<file path="src/rtl/memory_arbiter.sv">
// ---------------------------------------------------------------------------
// memory_arbiter
//
// Responder side of the pipeline memory request interface. Serves
// instruction fetches and data reads/writes over one shared RAM port. Data
// requests win over instruction requests. Every served access ends with a
// one-cycle ihit or dhit pulse.
//
// Optional feature macro: MEM_ARB_TIMEOUT_EN
//   Defined   : an access that waits TIMEOUT_CYC cycles without ramrdy is
//               abandoned. The read target is loaded with all-ones, the
//               sticky err flag is set, and the hit still pulses.
//   Undefined : the arbiter waits for ramrdy indefinitely, and err is 0.
//
// Ports:
//   CLK, RST                   clock (rising edge), async active-high reset
//   iREN, iaddr                instruction request (level, held until ihit)
//   dREN, dWEN, daddr, dstore  data request (level, held until dhit)
//   ihit, iload                fetch done pulse; fetched word (held)
//   dhit, dload                data done pulse; loaded word (held)
//   ramREN, ramWEN             RAM read / write strobes (never both)
//   ramaddr, ramstore          RAM address / write data (registered)
//   ramload, ramrdy            RAM read data; access-done indication
//   err                        sticky timeout flag
// ---------------------------------------------------------------------------
module memory_arbiter #(
    parameter int ADDR_W      = 32,
    parameter int DATA_W      = 32,
    parameter int TIMEOUT_CYC = 64
) (
    input  logic              CLK,
    input  logic              RST,
    input  logic              iREN,
    input  logic [ADDR_W-1:0] iaddr,
    input  logic              dREN,
    input  logic              dWEN,
    input  logic [ADDR_W-1:0] daddr,
    input  logic [DATA_W-1:0] dstore,
    output logic              ihit,
    output logic [DATA_W-1:0] iload,
    output logic              dhit,
    output logic [DATA_W-1:0] dload,
    output logic              ramREN,
    output logic              ramWEN,
    output logic [ADDR_W-1:0] ramaddr,
    output logic [DATA_W-1:0] ramstore,
    input  logic [DATA_W-1:0] ramload,
    input  logic              ramrdy,
    output logic              err
);

    typedef enum logic [1:0] {
        IDLE = 2'd0,
        DACC = 2'd1,
        IACC = 2'd2,
        RESP = 2'd3
    } state_t;

    state_t r_state;
    logic   r_is_write;   // latched op of the data access in flight
    logic   w_timeout;    // abandon the current access this cycle

`ifdef MEM_ARB_TIMEOUT_EN
    localparam int CNT_W = (TIMEOUT_CYC > 1) ? $clog2(TIMEOUT_CYC) : 1;
    logic [CNT_W-1:0] r_wait_cnt;

    // ramrdy on the last allowed cycle still completes normally.
    assign w_timeout = (r_wait_cnt == CNT_W'(TIMEOUT_CYC - 1)) && !ramrdy;
`else
    // The limit only matters when the timeout is compiled in.
    logic w_unused_timeout;
    assign w_unused_timeout = (TIMEOUT_CYC != 0);
    assign w_timeout        = 1'b0;
    assign err              = 1'b0;
`endif

    // NOTE: all state and registered outputs use non-blocking assignments so
    // every branch below sees the values from before this clock edge.
    always_ff @(posedge CLK or posedge RST) begin
        if (RST) begin
            r_state    <= IDLE;
            r_is_write <= 1'b0;
            ihit       <= 1'b0;
            dhit       <= 1'b0;
            ramREN     <= 1'b0;
            ramWEN     <= 1'b0;
            iload      <= '0;
            dload      <= '0;
            ramaddr    <= '0;
            ramstore   <= '0;
`ifdef MEM_ARB_TIMEOUT_EN
            r_wait_cnt <= '0;
            err        <= 1'b0;
`endif
        end else begin
            case (r_state)
                IDLE: begin
                    ihit <= 1'b0;
                    dhit <= 1'b0;
`ifdef MEM_ARB_TIMEOUT_EN
                    r_wait_cnt <= '0;
`endif
                    if (dREN || dWEN) begin
                        // A simultaneous read and write is served as a write.
                        r_is_write <= dWEN;
                        ramaddr    <= daddr;
                        ramstore   <= dstore;
                        ramREN     <= !dWEN;
                        ramWEN     <= dWEN;
                        r_state    <= DACC;
                    end else if (iREN) begin
                        ramaddr <= iaddr;
                        ramREN  <= 1'b1;
                        ramWEN  <= 1'b0;
                        r_state <= IACC;
                    end
                end

                DACC, IACC: begin
                    if (ramrdy || w_timeout) begin
                        ramREN  <= 1'b0;
                        ramWEN  <= 1'b0;
                        r_state <= RESP;
                        if (r_state == IACC) begin
                            ihit  <= 1'b1;
                            iload <= w_timeout ? {DATA_W{1'b1}} : ramload;
                        end else begin
                            dhit <= 1'b1;
                            if (!r_is_write) begin
                                dload <= w_timeout ? {DATA_W{1'b1}} : ramload;
                            end
                        end
`ifdef MEM_ARB_TIMEOUT_EN
                        if (w_timeout) begin
                            err <= 1'b1;
                        end
`endif
                    end
`ifdef MEM_ARB_TIMEOUT_EN
                    else begin
                        r_wait_cnt <= r_wait_cnt + 1'b1;
                    end
`endif
                end

                // One response cycle, then back to IDLE unconditionally, so the
                // requester has one edge to drop its enable before resampling.
                RESP: begin
                    ihit    <= 1'b0;
                    dhit    <= 1'b0;
                    r_state <= IDLE;
                end

                default: r_state <= IDLE;
            endcase
        end
    end

endmodule

</file>
<file path="config.mk">
export PLATFORM = sky130hd
export DESIGN_NAME = memory_arbiter
export DESIGN_NICKNAME = d
export VERILOG_FILES = /design/src/rtl/memory_arbiter.sv
export SDC_FILE = /design/constraint.sdc
export NUM_CORES = 1
export LEC_CHECK = 0
export ABC_AREA = 1
export CORE_UTILIZATION = 40
export CTS_CLUSTER_DIAMETER = 60
export DETAILED_ROUTE_END_ITERATION = 8
export GPL_TIMING_DRIVEN = 1
export HOLD_SLACK_MARGIN = 0.03
export MAX_ROUTING_LAYER = met4
export PLACE_DENSITY = 0.9
export SYNTH_ARGS = -nofsm -noshare
export SYNTH_HDL_FRONTEND = slang
export SYNTH_SLANG_ARGS = --single-unit
</file>
<file path="constraint.sdc">
create_clock -name CLK -period 12.3 [get_ports CLK]
set_input_delay 1.845 -clock CLK [delete_from_list [all_inputs] [get_ports CLK]]
set_output_delay 1.845 -clock CLK [all_outputs]
set_load 0.02 [all_outputs]
</file>
==> results list <==
- Critical Path Fanout Max: 36
* Type of the most critical hold path: register to register
- Tracing the worst setup path back leads to its startpoint at dWEN.
- Post-synthesis instance area: 5660 um^2
* Outcome: complete, no violations
* CTS sink cnt: ~140
* Total via count after detailed routing: around 5.2k
- Biggest area contributors in the synthesized netlist: sky130_fd_sc_hd__dfrtp_1, sky130_fd_sc_hd__nand2_1, sky130_fd_sc_hd__o21ai_0
- Yosys synthesis warning count: 0
- Area of the core region: between 10000 and 15000 um^2
* Number of nets with antenna violations after detailed routing: 0
- Relative to the synthesized area, the layout overhead comes to 58.4%.
- The tool flagged a number of max-cap violations equal to 0.
- Starting density of the core: 40.9%
- The worst path in the final design needs a cycle of about 4.3 ns, including I/O delays and setup.
* Quantity of hold-fixing buffers added after cts: 0
* Peak Freq: roughly 0.23 GHz
* Max-slew violation count: 0
* Vert. Die Dim: around 120 um
- Internal Dissipation: 1.44 mW
- Number of global-route vias before repair: around 5.0k
* Worst Path Class, Setup: input port to register
- Cell Pwr Density: 264 nW/um^2
- Dividing the final minimum period by the clock period gives between 30% and 40%.
* Total GRT Usage: about 22%
- The die is ~120 um wide.
- The analysis attributes to cell leakage a power of ~4.3 nW.
- The worst setup path is launched from an input port.
- Internal reg-to-reg setup slack: 9.68 ns
- Wires add up to 15200 um.
- At the later pin of the worst-skew pair, clock insertion delay measures about 0.40 ns.
- Drt pass-1 iters: 4
- The net count of the finished layout is ~1.1k.
* Fill cell instance count of the final layout: roughly 1.1k
* Row Count: between 40 and 50
- Net switching component of the power: a little over 0.9 mW
* Net count after synthesis: 810
- Counting flops and latches in the post-synthesis netlist gives 135.
- Of the total power, registers draw 32.9%.
- In this run switching power makes up between 30 and 40% of total power.
- Counting every instance in the synthesized netlist gives around 670.
- At the end of routability-driven placement, the weighted congestion stood at about 0.95.
* Post-detail-place hpwl: between 10000 and 15000 um
* Clock tree from TritonCTS: yes
- In this run the number of H-tree levels came out at 4.
* Count of boundary I/O pins: between 200 and 300
- The die covers ~15000 um^2.
* Count of cells resized by post-cts repair: 0
* Count of final hold-check violations: 0
- Rel. slew slack: between 20% and 30%
- The largest total area in the synthesized netlist belongs to sky130_fd_sc_hd__dfrtp_1.
- Layout cell share with drive strength beyond 1: just over 4%
- Clock Pin Slew Worst Setup and Hold Paths: around 0.06 ns
- Number of buffers added by the clock tree synthesis step: 17
- Largest net degree at the start of global routing: between 70 and 80
- After routing, the total negative slack on setup checks comes to 0 ns.
- Summed over all layers, the global routing overflow is 0.
- Clk Tree Root Cell: sky130_fd_sc_hd__clkbuf_16
- For the pin with the worst max-slew slack, the measured transition is around 1.2 ns.
- Wire length of the first global-routing pass: ~24000 um
- Clock share of power: between 10% and 20%
* Drt initial violations: between 200 and 300
- Of the synthesized area, sequential elements account for between 50% and 60%.
* Port bufs: about 270
* Worst clock skew: ~0.0060 ns
* Element type at the critical path end: register
- The number of antenna violations at the first check in global routing came to 0.
* Number of unique standard cell types used by synthesis: 20
- Summed over its instances, the top area cell type makes up approximately 60% of the synthesized netlist area.
- Setup violations remaining at the end of the flow were counted as 0.
- RSZ-0062 raised after global routing: no
- Worst vdd rail ir drop: about 0.00014 V
- Total power after layout: roughly 2.4 mW
- Power share of the combinational group: ~48%
- Critical Path AT: between 4 and 5 ns
- In this run the most critical hold path is launched from ramstore[11].
* Launch point of the worst reg-to-reg path: r_state[0]
- Remaining routing DRC violations: 0
- Max clock buf depth: 2
- In this run the mean area of a mapped cell was 8.44 um^2.
- Routed via count divided by cell count: 4.64
- Data on the critical path is required at its endpoint by between 10 and 15 ns.
- After clock tree synthesis, the setup repair step added 0 buffers.
- The repair_antennas step left the layout with diodes totalling 0.
- In the final routed layout, each cell accounts on average for 13.6 um.
==> critical path, cell delays in order <==
cell                              delay, ns
sky130_fd_sc_hd__clkdlybuf4s50_1       0.47
sky130_fd_sc_hd__buf_4                 0.31
sky130_fd_sc_hd__nor2_4                0.23
sky130_fd_sc_hd__nor2_2                0.91
sky130_fd_sc_hd__inv_2                 0.53
sky130_fd_sc_hd__o21ai_0               0.29
==> flip-flops by register name (all words and copies together), names as in the netlist, 2 cells and up <==
name      cells
dload        32
iload        32
ramaddr      32
ramstore     32
r_state       2
==> synth_stat cells <==
cell type                  instances
sky130_fd_sc_hd__a21oi_1           4
sky130_fd_sc_hd__a21oi_4           1
sky130_fd_sc_hd__buf_1             2
sky130_fd_sc_hd__buf_2            14
sky130_fd_sc_hd__buf_4             1
sky130_fd_sc_hd__clkbuf_1         16
sky130_fd_sc_hd__clkbuf_2          2
sky130_fd_sc_hd__conb_1            1
sky130_fd_sc_hd__dfrtp_1         135
sky130_fd_sc_hd__ha_1              5
sky130_fd_sc_hd__inv_1            74
sky130_fd_sc_hd__inv_2             1
sky130_fd_sc_hd__nand2_1         270
sky130_fd_sc_hd__nand3_1           3
sky130_fd_sc_hd__nand4_1           2
sky130_fd_sc_hd__nor2_1            5
sky130_fd_sc_hd__nor2_2            1
sky130_fd_sc_hd__nor2_4            1
sky130_fd_sc_hd__o21ai_0         126
sky130_fd_sc_hd__o21ai_1           7
==> through the flow <==
step | instances | setup slack [ns] | util [%] | hold slack, ns | area (um^2)
floorplan | 671 | 6.84 | - | 0.454 | 5660
global placement | 1085 | 7.60 | 60.9 | 0.456 | 8430
detailed placement | 1085 | 7.52 | 60.9 | 0.462 | 8430
CTS | 1115 | 7.99 | 64.8 | 0.480 | 8970
global route | 1115 | 7.73 | 64.8 | 0.502 | 8970
finish | 1115 | 8.00 | 64.8 | 0.473 | 8970
==> power groups by stage <==
stage               Clock (mW)  Combinational, mW  Sequential [mW]
floorplan                    0              0.338             1.02
finish                   0.462               1.12            0.777
detailed placement           0               1.13            0.775
global route             0.495               1.23            0.803
CTS                      0.474               1.14            0.777
global placement             0               1.10            0.771
==> placed cells by master (no fill, tap or decap), types with 2 or more instances in the layout <==
cell,synthesis,routed
sky130_fd_sc_hd__nand3_1,3,2
sky130_fd_sc_hd__o21ai_1,7,7
sky130_fd_sc_hd__nand2_1,270,269
sky130_fd_sc_hd__o21ai_0,126,126
sky130_fd_sc_hd__a21oi_1,4,4
sky130_fd_sc_hd__clkbuf_16,0,17
sky130_fd_sc_hd__ha_1,5,5
sky130_fd_sc_hd__inv_1,74,73
sky130_fd_sc_hd__clkinvlp_4,0,3
sky130_fd_sc_hd__nand4_1,2,2
sky130_fd_sc_hd__dfrtp_1,135,135
sky130_fd_sc_hd__buf_4,1,4
sky130_fd_sc_hd__clkbuf_8,0,2
sky130_fd_sc_hd__clkdlybuf4s50_1,0,265
sky130_fd_sc_hd__nor2_1,5,5
sky130_fd_sc_hd__clkbuf_1,16,3
sky130_fd_sc_hd__clkinv_2,0,3
==> worst paths after layout <==
| kind | to | cells after the start |
|---|---|---|
| worst max-delay path | r_is_write | 6 |
| worst min register to register | ramstore[11] | 2 |
| worst max register to register | r_is_write | 6 |
| worst min-delay path | ramstore[11] | 2 |
| max in group asynchronous | ramstore[6] | 3 |
| min in group asynchronous | dload[10] | 2 |
==> final cells by class <==
| class | instances | area (um^2) | share of cell area (%) |
|---|---|---|---|
| tap | 180 | 225 | 2.51 |
| sequential | 135 | 3380 | 37.7 |
| clock buffer | 22 | 464 | 5.18 |
| multi-input combinational | 426 | 1850 | 20.7 |
| clock inverter | 8 | 76.3 | 0.851 |
| inverter | 75 | 287 | 3.20 |
| timing repair buffer | 269 | 2680 | 29.9 |
==> layer usage <==
metal	vias up	global-route usage [%]	part of all wire, %
met4	0	9.95	2.5
met1	2363	26.3	42
met2	197	36.1	49
met5	-	-	0
li1	2582	-	-
met3	32	4.65	6.1
==> logic make-up (layout without fill, tap and decap cells) <==
family          Yosys count  in the layout  share of synthesized area [%]
simple gates            282            282                           19.0
compound gates          138            138                           12.4
flops                   135            135                           59.7
buf+inv                 110            374                           7.71
fa+ha+maj                 5              5                           1.11
other cells               1              1                         0.0662
Note: power is estimated with default switching activity, not from simulation.
